$ cat src/rtl/multdiv_seq_if.sv
// Operand/result bundle between the register-read latch, the multiply/divide
// unit and the writeback/stall logic.
interface multdiv_seq_if #(
    parameter int WIDTH = 32
);
    logic [WIDTH-1:0] data_operandA;
    logic [WIDTH-1:0] data_operandB;
    logic             ctrl_MULT;
    logic             ctrl_DIV;
    logic [WIDTH-1:0] data_result;
    logic             data_exception;
    logic             data_resultRDY;
    logic             busy;

    modport master (
        output data_operandA, data_operandB, ctrl_MULT, ctrl_DIV,
        input  data_result, data_exception, data_resultRDY, busy
    );

    modport slave (
        input  data_operandA, data_operandB, ctrl_MULT, ctrl_DIV,
        output data_result, data_exception, data_resultRDY, busy
    );
endinterface

$ cat src/rtl/multdiv_seq.sv
// Multi-cycle signed multiply (shift-add) / divide (restoring) unit.
// Optional macro MULTDIV_EARLY_TERM_EN: multiply stops once the remaining multiplier bits are zero.
module multdiv_seq #(
    parameter int WIDTH = 32,
    parameter int CNT_W = 6
) (
    input  logic         clock,
    input  logic         resetn,
    multdiv_seq_if.slave bus
);
    typedef enum logic [2:0] {
        S_IDLE,
        S_MUL_IT,
        S_DIV_IT,
        S_FIX,
        S_DONE
    } state_t;

    localparam logic [CNT_W-1:0] LAST_IT = CNT_W'(WIDTH - 1);

    state_t             r_state;
    logic [CNT_W-1:0]   r_cnt;
    logic               r_neg;
    logic               r_is_div;
    logic               r_div0;
    logic [2*WIDTH-1:0] r_acc;    // product, or {remainder, dividend/quotient} while dividing
    logic [2*WIDTH-1:0] r_mcand;
    logic [WIDTH-1:0]   r_opb;    // multiplier shifting right, or divisor magnitude
    logic [WIDTH-1:0]   r_result;
    logic               r_exc;
    logic               r_rdy;
    logic               r_busy;

    logic               w_start;
    logic               w_start_mul;
    logic               w_a_neg;
    logic               w_b_neg;
    logic [WIDTH-1:0]   w_a_mag;
    logic [WIDTH-1:0]   w_b_mag;
    logic               w_b_zero;
    logic [2*WIDTH-1:0] w_mul_next;
    logic               w_mul_last;
    logic [2*WIDTH-1:0] w_div_shift;
    logic [WIDTH:0]     w_trial;
    logic [2*WIDTH-1:0] w_div_next;
    logic [2*WIDTH-1:0] w_prod;
    logic               w_mul_ovf;
    logic [WIDTH-1:0]   w_quo;
    logic               w_div_exc;

    // Multiply takes priority when both start strobes arrive together.
    assign w_start     = bus.ctrl_MULT | bus.ctrl_DIV;
    assign w_start_mul = bus.ctrl_MULT;
    assign w_a_neg     = bus.data_operandA[WIDTH-1];
    assign w_b_neg     = bus.data_operandB[WIDTH-1];
    assign w_a_mag     = w_a_neg ? -bus.data_operandA : bus.data_operandA;
    assign w_b_mag     = w_b_neg ? -bus.data_operandB : bus.data_operandB;
    assign w_b_zero    = (bus.data_operandB == '0);

    assign w_mul_next  = r_opb[0] ? (r_acc + r_mcand) : r_acc;

`ifdef MULTDIV_EARLY_TERM_EN
    assign w_mul_last  = (r_cnt == LAST_IT) || (r_opb[WIDTH-1:1] == '0);
`else
    assign w_mul_last  = (r_cnt == LAST_IT);
`endif

    // Remainder stays below |B| <= 2^(WIDTH-1), so the shifted value never loses its top bit.
    assign w_div_shift = {r_acc[2*WIDTH-2:0], 1'b0};
    assign w_trial     = {1'b0, w_div_shift[2*WIDTH-1:WIDTH]} - {1'b0, r_opb};
    assign w_div_next  = w_trial[WIDTH] ? w_div_shift
                                        : {w_trial[WIDTH-1:0], w_div_shift[WIDTH-1:1], 1'b1};

    // Signed product fits in WIDTH bits only when its top WIDTH+1 bits all match.
    assign w_prod      = r_neg ? -r_acc : r_acc;
    assign w_mul_ovf   = ~((&w_prod[2*WIDTH-1:WIDTH-1]) | ~(|w_prod[2*WIDTH-1:WIDTH-1]));
    assign w_quo       = r_neg ? -r_acc[WIDTH-1:0] : r_acc[WIDTH-1:0];
    // A positive quotient with its sign bit set can only be MIN / -1.
    assign w_div_exc   = r_div0 | (~r_neg & r_acc[WIDTH-1]);

    always_ff @(posedge clock or negedge resetn) begin
        // NOTE: every register, datapath included, is cleared so a reset mid-operation leaves nothing stale.
        if (!resetn) begin
            r_state  <= S_IDLE;
            r_cnt    <= '0;
            r_neg    <= 1'b0;
            r_is_div <= 1'b0;
            r_div0   <= 1'b0;
            r_acc    <= '0;
            r_mcand  <= '0;
            r_opb    <= '0;
            r_result <= '0;
            r_exc    <= 1'b0;
            r_rdy    <= 1'b0;
            r_busy   <= 1'b0;
        end else if (w_start) begin
            // NOTE: non-blocking assignments so every branch reads pre-edge register values.
            r_state  <= w_start_mul ? S_MUL_IT : (w_b_zero ? S_FIX : S_DIV_IT);
            r_cnt    <= '0;
            r_neg    <= w_a_neg ^ w_b_neg;
            r_is_div <= ~w_start_mul;
            r_div0   <= ~w_start_mul & w_b_zero;
            r_acc    <= w_start_mul ? '0 : {{WIDTH{1'b0}}, w_a_mag};
            r_mcand  <= {{WIDTH{1'b0}}, w_a_mag};
            r_opb    <= w_b_mag;
            r_rdy    <= 1'b0;
            r_busy   <= 1'b1;
        end else begin
            case (r_state)
                S_IDLE: begin
                    r_rdy <= 1'b0;
                end
                S_MUL_IT: begin
                    r_acc   <= w_mul_next;
                    r_mcand <= {r_mcand[2*WIDTH-2:0], 1'b0};
                    r_opb   <= {1'b0, r_opb[WIDTH-1:1]};
                    r_cnt   <= r_cnt + CNT_W'(1);
                    if (w_mul_last) begin
                        r_state <= S_FIX;
                    end
                end
                S_DIV_IT: begin
                    r_acc <= w_div_next;
                    r_cnt <= r_cnt + CNT_W'(1);
                    if (r_cnt == LAST_IT) begin
                        r_state <= S_FIX;
                    end
                end
                S_FIX: begin
                    if (!r_is_div) begin
                        r_result <= w_prod[WIDTH-1:0];
                        r_exc    <= w_mul_ovf;
                    end else if (r_div0) begin
                        r_result <= '0;
                        r_exc    <= 1'b1;
                    end else begin
                        r_result <= w_quo;
                        r_exc    <= w_div_exc;
                    end
                    r_rdy   <= 1'b1;
                    r_busy  <= 1'b0;
                    r_state <= S_DONE;
                end
                S_DONE: begin
                    r_rdy   <= 1'b0;
                    r_state <= S_IDLE;
                end
                default: begin
                    r_rdy   <= 1'b0;
                    r_busy  <= 1'b0;
                    r_state <= S_IDLE;
                end
            endcase
        end
    end

    assign bus.data_result    = r_result;
    assign bus.data_exception = r_exc;
    assign bus.data_resultRDY = r_rdy;
    assign bus.busy           = r_busy;
endmodule

$ cat src/flat_wrapper.sv
// flat-port wrapper written by rule: the top's interface ports become plain ports
module multdiv_seq_flat 
#(
    parameter int WIDTH = 32,
    parameter int CNT_W = 6
)
  (clock, resetn, bus_data_operandA, bus_data_operandB, bus_ctrl_MULT, bus_ctrl_DIV, bus_data_result, bus_data_exception, bus_data_resultRDY, bus_busy);
  multdiv_seq_if #(.WIDTH(WIDTH)) bus_i ();
  input  logic clock;
  input  logic resetn;
  input wire logic [$bits(bus_i.data_operandA)-1:0] bus_data_operandA;
  input wire logic [$bits(bus_i.data_operandB)-1:0] bus_data_operandB;
  input wire logic [$bits(bus_i.ctrl_MULT)-1:0] bus_ctrl_MULT;
  input wire logic [$bits(bus_i.ctrl_DIV)-1:0] bus_ctrl_DIV;
  output wire logic [$bits(bus_i.data_result)-1:0] bus_data_result;
  output wire logic [$bits(bus_i.data_exception)-1:0] bus_data_exception;
  output wire logic [$bits(bus_i.data_resultRDY)-1:0] bus_data_resultRDY;
  output wire logic [$bits(bus_i.busy)-1:0] bus_busy;
  assign bus_i.data_operandA = bus_data_operandA;
  assign bus_i.data_operandB = bus_data_operandB;
  assign bus_i.ctrl_MULT = bus_ctrl_MULT;
  assign bus_i.ctrl_DIV = bus_ctrl_DIV;
  assign bus_data_result = bus_i.data_result;
  assign bus_data_exception = bus_i.data_exception;
  assign bus_data_resultRDY = bus_i.data_resultRDY;
  assign bus_busy = bus_i.busy;
  multdiv_seq #(.WIDTH(WIDTH), .CNT_W(CNT_W)) u_core (.clock(clock), .resetn(resetn), .bus(bus_i));
endmodule
$ cat config.mk
export PLATFORM = sky130hd
export DESIGN_NAME = multdiv_seq_flat
export DESIGN_NICKNAME = d
export VERILOG_FILES = /design/src/rtl/multdiv_seq_if.sv /design/src/rtl/multdiv_seq.sv /design/src/flat_wrapper.sv
export SDC_FILE = /design/constraint.sdc
export NUM_CORES = 1
export LEC_CHECK = 0
export CAP_MARGIN = 20
export CORE_ASPECT_RATIO = 1.5
export CORE_UTILIZATION = 55
export DETAILED_ROUTE_END_ITERATION = 10
export PLACE_DENSITY = 0.85
export RECOVER_POWER = 50
export SLEW_MARGIN = 20
export SYNTH_ARGS = -nofsm -noshare
export SYNTH_HDL_FRONTEND = slang
export SYNTH_SLANG_ARGS = --single-unit
$ cat constraint.sdc
create_clock -name clock -period 9.6 [get_ports clock]
set_clock_uncertainty 0.2 [all_clocks]
set_input_delay 1.92 -clock clock [delete_from_list [all_inputs] [get_ports clock]]
set_output_delay 1.92 -clock clock [all_outputs]
set_load 0.05 [all_outputs]
==> run_results.csv, run 1 <==
group,metric,value,unit
logic_synthesis,synthesis.nets,2569,
min_path,hold_path_class,"register to register",
grt,globalRouteOverflowTotal,0,
clock_network,cts_tree,"yes",
timing,tightest_slew,4.67,ns
routing,first_pass_iters,7,
worst_setup_path,cp_slowest_stage_delay,3.20,ns
floorplan,die_x,150,um
placed_design,dp_slack,3.52,ns
routing,ant_nets,0,
floorplan,rows,81,
logic_synthesis,avgSynthCellArea,7.57,um2
final_layout,regArea,0.00518,mm2
timing,period_minus_slack,6.76,ns
timing,hold_viol_final,0,
worst_setup_path,crit_path_top_delay_cell,"clkbuf_1",
final_layout,finalNonFillerCells,2820,
floorplan,dieArea,0.0338,mm2
placed_design,place_congestion,0.997,
routing,drt_iter0_drc,1434,
logic_synthesis,synth_top_flop_cell,"dfrtp_1",
worst_setup_path,startpoint_type,"primary input",
worst_setup_path,crit_chain,"clkbuf_1, buf_4, buf_4",
worst_setup_path,ff2ff_path_depth,10,
job,maxCapViolCount,1,
timing,max_freq,148,MHz
clock_network,clockBufferDepth,3,
final_layout,drive_above_1_share,0.0403,
min_path,whs_endpoint,"u_core.bus.data_result[7]",
logic_synthesis,netlist_instances,2400,
worst_setup_path,timing.rr.end,"u_core.bus.data_exception",
worst_setup_path,rrSetupSlack,4.60,ns
timing,period_share,0.704,
routing,drt_drc_violations_left,0,
worst_setup_path,cp_max_fo,86,
timing,tns,0,ns
clock_network,ctsHoldBuffers,0,
logic_synthesis,synth_edf_count,0,
clock_network,htreeDepth,1,
routing,routed_wl,60.2,mm
worst_setup_path,cp_num_cells,3,
timing,rsz0062_at_grt,"no",
logic_synthesis,yosysSeqAreaShare,0.285,
timing,slew_headroom,-2.11,
clock_network,clock_latency,0.54,ns
worst_setup_path,cp_common_cell,"buf_4",
worst_setup_path,r2r-start,"u_core.r_acc[8]",
power,total_power,3600,uW
clock_network,clkTransAtPathRegs,0.07,ns
final_layout,nets,2558,
power,combPwrFrac,0.412,
logic_synthesis,synth_seq_cells,207,
grt,grt_pass1_vias,18400,
min_path,hold_path_depth,2,
power,swShare,0.414,
routing,avgRoutedWirePerCell,21.3,um
logic_synthesis,synth_cell_types,74,
worst_setup_path,arrival,7.12,ns
logic_synthesis,syn_area,0.0182,mm2
grt,grt_max_degree,100,
final_layout,multi_input_area,0.0121,mm2
power,p_int,2110,uW
power,p_leak,0.00885,uW
timing,slew_violations,87,
logic_synthesis,async_reset_ff_frac,1.00,
routing,vias,18800,
clock_network,post_cts_buffers,0,
clock_network,root_buffer,"clkbuf_16",
placed_design,dp_hpwl,43.4,mm
floorplan,core,0.0325,mm2
routing,viasPerCell,6.65,
worst_setup_path,cp.required,9.96,ns
power,p_sw,1490,uW
power,ir_drop,112,uV
timing,setup_ws,2.84,ns
worst_setup_path,path_class,"primary input to async pin",
final_layout,fill_cells,2867,
placed_design,placedCellCount,2779,
run_status,violations,"capacitance limit, slew limit",
clock_network,post_cts_resize_count,0,
power,seqPwrFrac,0.317,
power,powerDensity,179,mW/mm2
grt,global_route.usage.total,0.360,
worst_setup_path,path_delay_family,"buffers and inverters",
timing,whs,0.270,ns
worst_setup_path,cp_num_buf_inv,3,
floorplan,io_pins,103,
worst_setup_path,end_kind,"async pin",
placed_design,io_buffers,102,
clock_network,cts_made_buffers,23,
power,clkPwrFrac,0.271,
floorplan,die_h,225,um
run_status,status,"finished with violations",
floorplan,initial_utilization,0.558,
logic_synthesis,ys_warn_count,0,
timing,setup_viol_count_final,0,
grt,antenna_found_initial,0,
grt,grt_pass1_wl,95.4,mm
final_layout,area_growth,10.6,%
clock_network,cts.sinks,207,
min_path,hp-start,"u_core.bus.data_result[7]",
[power by group through the flow]
| stage | clock [uW] | combinational (uW) | sequential [uW] |
|---|---|---|---|
| after floorplan | 0 | 840 | 1300 |
| after global placement | 0 | 1430 | 1140 |
| after detailed placement | 0 | 1460 | 1150 |
| after CTS | 983 | 1460 | 1140 |
| after global routing | 1020 | 1610 | 1150 |
| final | 976 | 1480 | 1140 |
[how the worst max path moves through the flow]
stage,end,start,slack (ns)
2_1_floorplan,u_core.r_acc[30],bus_data_operandA[5],4.44
3_3_place_gp,u_core.r_state[0],bus_data_operandB[2],3.57
3_5_place_dp,u_core.r_state[0],bus_data_operandB[4],3.52
4_1_cts,u_core.r_state[0],bus_data_operandB[4],3.94
5_1_grt,u_core.r_acc[14],resetn,1.87
6_report,u_core.r_acc[30],resetn,2.84
[routing by layer]
metal | up-vias | global-route usage | routed length, um
met5 | - | 0 | 0
met4 | 0 | 0.324 | 6070
met3 | 349 | 0.0428 | 3790
met2 | 894 | 0.616 | 29300
met1 | 8884 | 0.384 | 21000
li1 | 8633 | - | -
[placed cells by master, fill, tap and decap left out, types with 21 or more instances in the layout]
master / instances
xor2_1: 98
a211oi_1: 40
nor2_1: 149
dfrtp_1: 206
inv_1: 74
xnor2_1: 98
o41ai_1: 21
nand3_1: 45
clkdlybuf4s50_1: 83
a21o_1: 55
o21ai_0: 188
a21oi_1: 219
nor3_1: 39
o211ai_1: 23
o31ai_1: 41
nand2b_1: 21
nand4_1: 33
and3_1: 39
a31oi_1: 56
ha_1: 99
nand2_1: 414
clkbuf_16: 23
[state kept, by name, indices dropped and copies added (netlist names)]
signal / flops
u_core.bus.data_result: 32
u_core.r_is_div: 1
u_core.r_acc: 64
u_core.r_div0: 1
u_core.bus.data_exception: 1
u_core.bus.data_resultRDY: 1
u_core.r_mcand: 64
u_core.bus.busy: 1
u_core.r_opb: 32
u_core.r_state: 3
u_core.r_neg: 1
u_core.r_cnt: 6
[kinds of logic (layout without fill, tap and decap cells)]
kind of cell / after synthesis / count (layout) / synth area share
AO/OA/AOI/OAI: 773 / 773 / 0.269
XOR/XNOR: 196 / 196 / 0.0945
adder cells (fa/ha/maj): 101 / 101 / 0.0704
buffers and inverters: 232 / 236 / 0.0485
flip-flops: 207 / 207 / 0.285
multiplexers: 12 / 12 / 0.00661
other: 0 / 1 / 0
AND/OR/NAND/NOR: 879 / 879 / 0.226
[synthesized netlist by cell type (all sizes together), types with 41 or more instances]
cell,n,area share
a21o,55,0.023
dfrtp,207,0.29
o21ai,188,0.052
a31oi,56,0.019
o31ai,41,0.017
clkbuf,146,0.030
ha,99,0.068
xnor2,98,0.047
inv,74,0.015
nand2,414,0.086
a211oi,41,0.017
a21oi,219,0.060
nand3,45,0.012
xor2,98,0.047
nor2,152,0.031
[stage by stage]
stage                     cell area [um2]  utilization
after floorplan                     18200            -
after global placement              19300        0.593
after detailed placement            19300        0.593
after CTS                           20100        0.618
after global routing                20100        0.617
final                               20100        0.617
[worst reg2reg max path, cell delays in order, from the launching register on]
cell      delay [ns]
dfrtp_1         0.48
or4_1           0.60
nor4_1          0.98
nand4_1         0.89
o41ai_1         0.67
xor2_1          0.33
nand3_1         0.12
nor4_1          0.27
nand2_1         0.09
nor3_1          0.18
a211oi_1        0.09
[final cells by class]
cell class	instances	area share
Multi-Input combinational cell	1961	0.604
Tap cell	415	0.0259
Inverter	74	0.0138
Timing Repair Buffer	122	0.0577
Sequential cell	207	0.258
Clock inverter	10	0.00779
Antenna cell	1	0.000125
Clock buffer	30	0.0325
Note: power is estimated with default switching activity, not from simulation.
==> run 2: changes to the inputs <==
PLACE_DENSITY = 0.88   (was 0.85)
clock period = 5.9 ns   (was 9.6 ns; I/O delays follow)
==> run 2 against run 1 <==
Effect of this change: the flow still finishes with violations (capacitance limit, slew limit); clock power grew 49%; sequential share of layout area is essentially flat; final cell count grew 0.21%; power grew 59%; worst setup slack lost 2.0 ns; design area shrank 0.17%; register-to-register slack lost 3.1 ns; critical endpoint is now u_core.r_state[0]; highest routed layer unchanged.
==> run_results.csv, run 2 (same netlist as run 1, synthesis figures left out) <==
group,metric,value,unit
run_status,status,"finished with violations",
run_status,violations,"capacitance limit, slew limit",
timing,period_minus_slack,5.03,ns
min_path,hold_path_depth,2,
routing,vias,18800,
placed_design,place_area,0.0193,mm2
final_layout,layout_common_cells,"414 x nand2_1, 219 x a21oi_1, 206 x dfrtp_1",
worst_setup_path,timing.rr.end,"u_core.r_acc[63]",
clock_network,clock_latency,0.54,ns
routing,drt_iter0_drc,1303,
clock_network,clockBufferDepth,3,
clock_network,clkTransAtPathRegs,0.06,ns
final_layout,fin_area,0.0201,mm2
worst_setup_path,cp.required,6.14,ns
floorplan,dieArea,0.0338,mm2
floorplan,die_x,150,um
timing,slew_headroom,-0.882,
min_path,hold_path_class,"register to register",
routing,drt_drc_violations_left,0,
floorplan,core,0.0325,mm2
timing,period_share,0.852,
worst_setup_path,arrival,5.27,ns
floorplan,rows,81,
worst_setup_path,rrSetupSlack,1.46,ns
timing,max_freq,199,MHz
final_layout,diodes,0,
grt,grt_pass1_vias,18600,
routing,ant_nets,0,
grt,global_route.usage.total,0.365,
clock_network,cts_made_buffers,23,
clock_network,htreeDepth,1,
timing,tns,0,ns
placed_design,io_buffers,102,
final_layout,final_util,0.616,
final_layout,final_common_cell,"nand2_1",
worst_setup_path,ff2ff_path_depth,11,
clock_network,root_buffer,"clkbuf_16",
worst_setup_path,cp_max_fo,5,
placed_design,placedCellCount,2784,
timing,hold_viol_final,0,
routing,first_pass_iters,5,
placed_design,place_congestion,0.984,
final_layout,nets,2564,
worst_setup_path,startpoint_type,"primary input",
min_path,hp-start,"u_core.bus.data_result[10]",
floorplan,io_pins,103,
routing,routed_wl,61.5,mm
clock_network,post_cts_resize_count,0,
timing,rsz0062_at_grt,"no",
timing,tightest_slew,2.82,ns
worst_setup_path,r2r-start,"u_core.r_acc[6]",
clock_network,cts.sinks,207,
worst_setup_path,path_class,"primary input to register",
timing,setup_ws,0.874,ns
min_path,whs_endpoint,"u_core.bus.data_result[10]",
worst_setup_path,end_kind,"register",
grt,grt_pass1_wl,96.5,mm
routing,avgRoutedWirePerCell,21.8,um
power,p_leak,0.00881,uW
clock_network,ctsHoldBuffers,0,
placed_design,dp_hpwl,44.9,mm
grt,antenna_found_initial,1,
floorplan,initial_utilization,0.558,
timing,slew_violations,202,
placed_design,dp_slack,0.535,ns
clock_network,cts_tree,"yes",
grt,grt_max_degree,103,
job,maxCapViolCount,2,
final_layout,fill_cells,2851,
final_layout,reg.largest.list,"u_core.r_acc: 64 flops, u_core.r_mcand: 64 flops",
floorplan,die_h,225,um
power,powerDensity,285,mW/mm2
final_layout,area_growth,10.4,%
final_layout,finalNonFillerCells,2826,
routing,viasPerCell,6.66,
final_layout,drive_above_1_share,0.0419,
worst_setup_path,startpoint,"bus_data_operandB[4]",
clock_network,post_cts_buffers,0,
grt,globalRouteOverflowTotal,0,
power,ir_drop,172,uV
timing,setup_viol_count_final,0,
run 2: cell types whose count changed in the layout (fill, tap and decap cells not counted), moves of 2 or more:
cell | previous run | this run
buf_4 | 20 | 22
bufinv_16 | 4 | 1
clkbuf_1 | 3 | 6
clkbuf_2 | 0 | 4
clkdlybuf4s50_1 | 83 | 98
dlygate4sd3_1 | 17 | 2
run 2: routing by layer:
layer  share of wire  up-vias  track usage  routed length (um)
met3           0.064      333       0.0446                3930
met5               0        -            0                   0
met1            0.35     8935        0.384               21400
met4           0.090        0        0.298                5510
li1                -     8624            -                   -
met2            0.50      928        0.644               30700
run 2: worst max-delay path by stage:
| stage | end | slack [ns] | cells after the start |
|---|---|---|---|
| 4_1_cts | u_core.r_state[0] | 1.06 | 11 |
| 3_5_place_dp | u_core.r_state[0] | 0.53 | 11 |
| 5_1_grt | u_core.r_state[0] | 0.57 | 11 |
| 2_1_floorplan | u_core.r_acc[30] | 1.48 | 10 |
| 3_3_place_gp | u_core.r_state[0] | 0.70 | 11 |
| 6_report | u_core.r_state[0] | 0.87 | 11 |
run 2: per-stage QoR:
step,hold WS [ns],power (uW)
finish,0.274,5720
global route,0.301,6020
CTS,0.284,5680
detailed placement,0.270,4230
global placement,0.262,4180
floorplan,0.292,3490
run 2: final cells by class:
class                      count  area (um2)  area share
multi-input combinational   1961       12100       0.606
tap                          415         519      0.0259
sequential                   207        5180       0.258
clock buffer                  34         667      0.0333
inverter                      74         278      0.0139
clock inverter                 7        63.8     0.00318
timing repair buffer         128        1200      0.0598
run 2: report_power, final:
| part | leakage [uW] | internal (uW) | switching, uW |
|---|---|---|---|
| Combinational | 0.00580 | 869 | 1540 |
| Sequential | 0.00264 | 1620 | 232 |
| Clock | 0.000365 | 825 | 623 |
| Total | 0.00881 | 3320 | 2400 |
run 2: critical path, cell delays in order:
cell	delay (ns)
dlygate4sd3_1	0.58
nor4_1	0.47
nand3b_1	0.22
or4_1	0.49
or3_1	0.38
or4_1	0.47
or4_4	0.48
nor4_1	0.56
a211oi_1	0.15
o41ai_1	0.12
o2bb2ai_1	0.17
==> run 3: changes to the inputs <==
CORE_MARGIN = 10   (was unset)
PLACE_DENSITY = 0.85   (was 0.88)
SLEW_MARGIN = unset   (was 20)
clock period = 5.2 ns   (was 5.9 ns; I/O delays follow)
==> run 3 against run 2 <==
Effect of this change: the run still ends with capacitance limit, slew limit left; clock power up 26%; power up 17%; wire length up 1.8%; sequential share of layout area down 0.29 points; critical path depth up 1; sequential cell count unchanged; core utilization up 0.52 points; global-route usage down 7.3 points; combinational power up 15%; die area up 21%; hold slack about the same; worst setup slack worse by 0.20 ns; largest power group unchanged.
==> run_results.csv, run 3 (same netlist as run 1, synthesis figures left out) <==
group,metric,value,unit
worst_setup_path,path_class,"primary input to register",
routing,vias,18700,
clock_network,clockBufferDepth,3,
job,maxCapViolCount,2,
worst_setup_path,arrival,4.80,ns
worst_setup_path,rrSetupSlack,0.78,ns
timing,rsz0062_at_grt,"no",
routing,routed_wl,62.6,mm
placed_design,placedCellCount,2794,
grt,grt_pass1_vias,18400,
final_layout,reg.largest.list,"u_core.r_acc: 64 flops, u_core.r_mcand: 64 flops",
grt,grt_max_degree,104,
final_layout,drive_above_1_share,0.0479,
floorplan,die_x,168,um
worst_setup_path,r2r-start,"u_core.r_acc[0]",
routing,drt_iter0_drc,1513,
grt,antenna_found_initial,0,
placed_design,dp_slack,0.165,ns
placed_design,dp_hpwl,46.0,mm
min_path,hold_path_class,"register to register",
final_layout,multi_input_area,0.0121,mm2
final_layout,diodes,0,
floorplan,initial_utilization,0.557,
routing,viasPerCell,6.58,
timing,slew_headroom,-0.728,
floorplan,core,0.0326,mm2
final_layout,layout_common_cells,"414 x nand2_1, 219 x a21oi_1, 206 x dfrtp_1",
routing,ant_nets,0,
worst_setup_path,cp.required,5.47,ns
power,total_power,6710,uW
run_status,status,"finished with violations",
grt,grt_pass1_wl,97.5,mm
floorplan,rows,81,
run_status,violations,"capacitance limit, slew limit",
worst_setup_path,ff2ff_path_depth,12,
timing,tightest_slew,2.59,ns
worst_setup_path,timing.rr.end,"u_core.r_acc[56]",
clock_network,cts_tree,"yes",
placed_design,place_congestion,1.02,
final_layout,fin_area,0.0203,mm2
clock_network,clock_latency,0.55,ns
final_layout,fill_cells,2970,
min_path,whs_endpoint,"u_core.bus.data_result[6]",
routing,first_pass_iters,6,
clock_network,post_cts_buffers,0,
min_path,hp-start,"u_core.bus.data_result[6]",
floorplan,die_h,243,um
final_layout,finalNonFillerCells,2838,
clock_network,htreeDepth,1,
timing,hold_viol_final,0,
final_layout,nets,2576,
worst_setup_path,startpoint_type,"primary input",
clock_network,cts_made_buffers,24,
grt,globalRouteOverflowTotal,0,
timing,tns,0,ns
clock_network,clkTransAtPathRegs,0.06,ns
worst_setup_path,cp_max_fo,5,
placed_design,place_area,0.0194,mm2
placed_design,io_buffers,102,
routing,drt_drc_violations_left,0,
clock_network,cts.sinks,207,
timing,max_freq,221,MHz
grt,global_route.usage.total,0.292,
worst_setup_path,end_kind,"register",
floorplan,io_pins,103,
final_layout,regArea,0.00518,mm2
timing,setup_viol_count_final,0,
timing,setup_ws,0.676,ns
final_layout,area_growth,11.7,%
power,powerDensity,331,mW/mm2
final_layout,final_common_cell,"nand2_1",
timing,period_share,0.870,
routing,avgRoutedWirePerCell,22.1,um
clock_network,ctsHoldBuffers,0,
power,p_leak,0.00894,uW
min_path,hold_path_depth,2,
power,ir_drop,203,uV
clock_network,root_buffer,"clkbuf_16",
clock_network,post_cts_resize_count,0,
timing,period_minus_slack,4.52,ns
timing,slew_violations,162,
floorplan,dieArea,0.0408,mm2
[run 3: layout make-up]
cell class | count | area share
clock buffers | 30 | 0.0337
clock inverters | 12 | 0.00759
inverters | 74 | 0.0137
multi-input cells | 1961 | 0.598
flip-flops and latches | 207 | 0.255
well taps | 415 | 0.0256
repair buffers | 139 | 0.0657
[run 3: worst max-delay path by stage]
stage	startpoint	endpoint	slack (ns)
2_1_floorplan	bus_data_operandA[5]	u_core.r_acc[30]	0.92
3_3_place_gp	bus_data_operandA[5]	u_core.r_acc[30]	0.25
3_5_place_dp	bus_data_operandB[2]	u_core.r_state[0]	0.16
4_1_cts	bus_data_operandB[2]	u_core.r_state[0]	0.72
5_1_grt	bus_data_operandB[2]	u_core.r_state[0]	0.38
6_report	bus_data_operandB[2]	u_core.r_state[0]	0.68
[run 3: critical path: stages]
cell and delay (ns):
clkdlybuf4s50_1 0.49, nor4_1 0.46, nand3b_1 0.22, or4_1 0.48, or3_1 0.39, or4_1 0.46, or4_4 0.49, nor4_1 0.24
buf_4 0.18, a211oi_1 0.06, o41ai_1 0.12, o2bb2ai_1 0.15
[run 3: through the flow]
step	hold slack, ns	util
2_1_floorplan	0.292	-
3_3_place_gp	0.260	0.595
3_5_place_dp	0.269	0.595
4_1_cts	0.282	0.621
5_1_grt	0.301	0.622
6_report	0.274	0.622
[run 3: per-layer routing]
metal	GRT usage	up-vias	share of wire
met5	0	-	0
met4	0.224	0	0.079
met3	0.0407	278	0.060
met2	0.512	808	0.51
met1	0.308	8928	0.35
li1	-	8653	-
[run 3: where the power goes]
| group | switching (uW) | total (uW) | internal, uW |
|---|---|---|---|
| sequential | 270 | 2110 | 1840 |
| combinational | 1760 | 2760 | 999 |
| clock | 749 | 1830 | 1080 |
| total | 2780 | 6710 | 3920 |
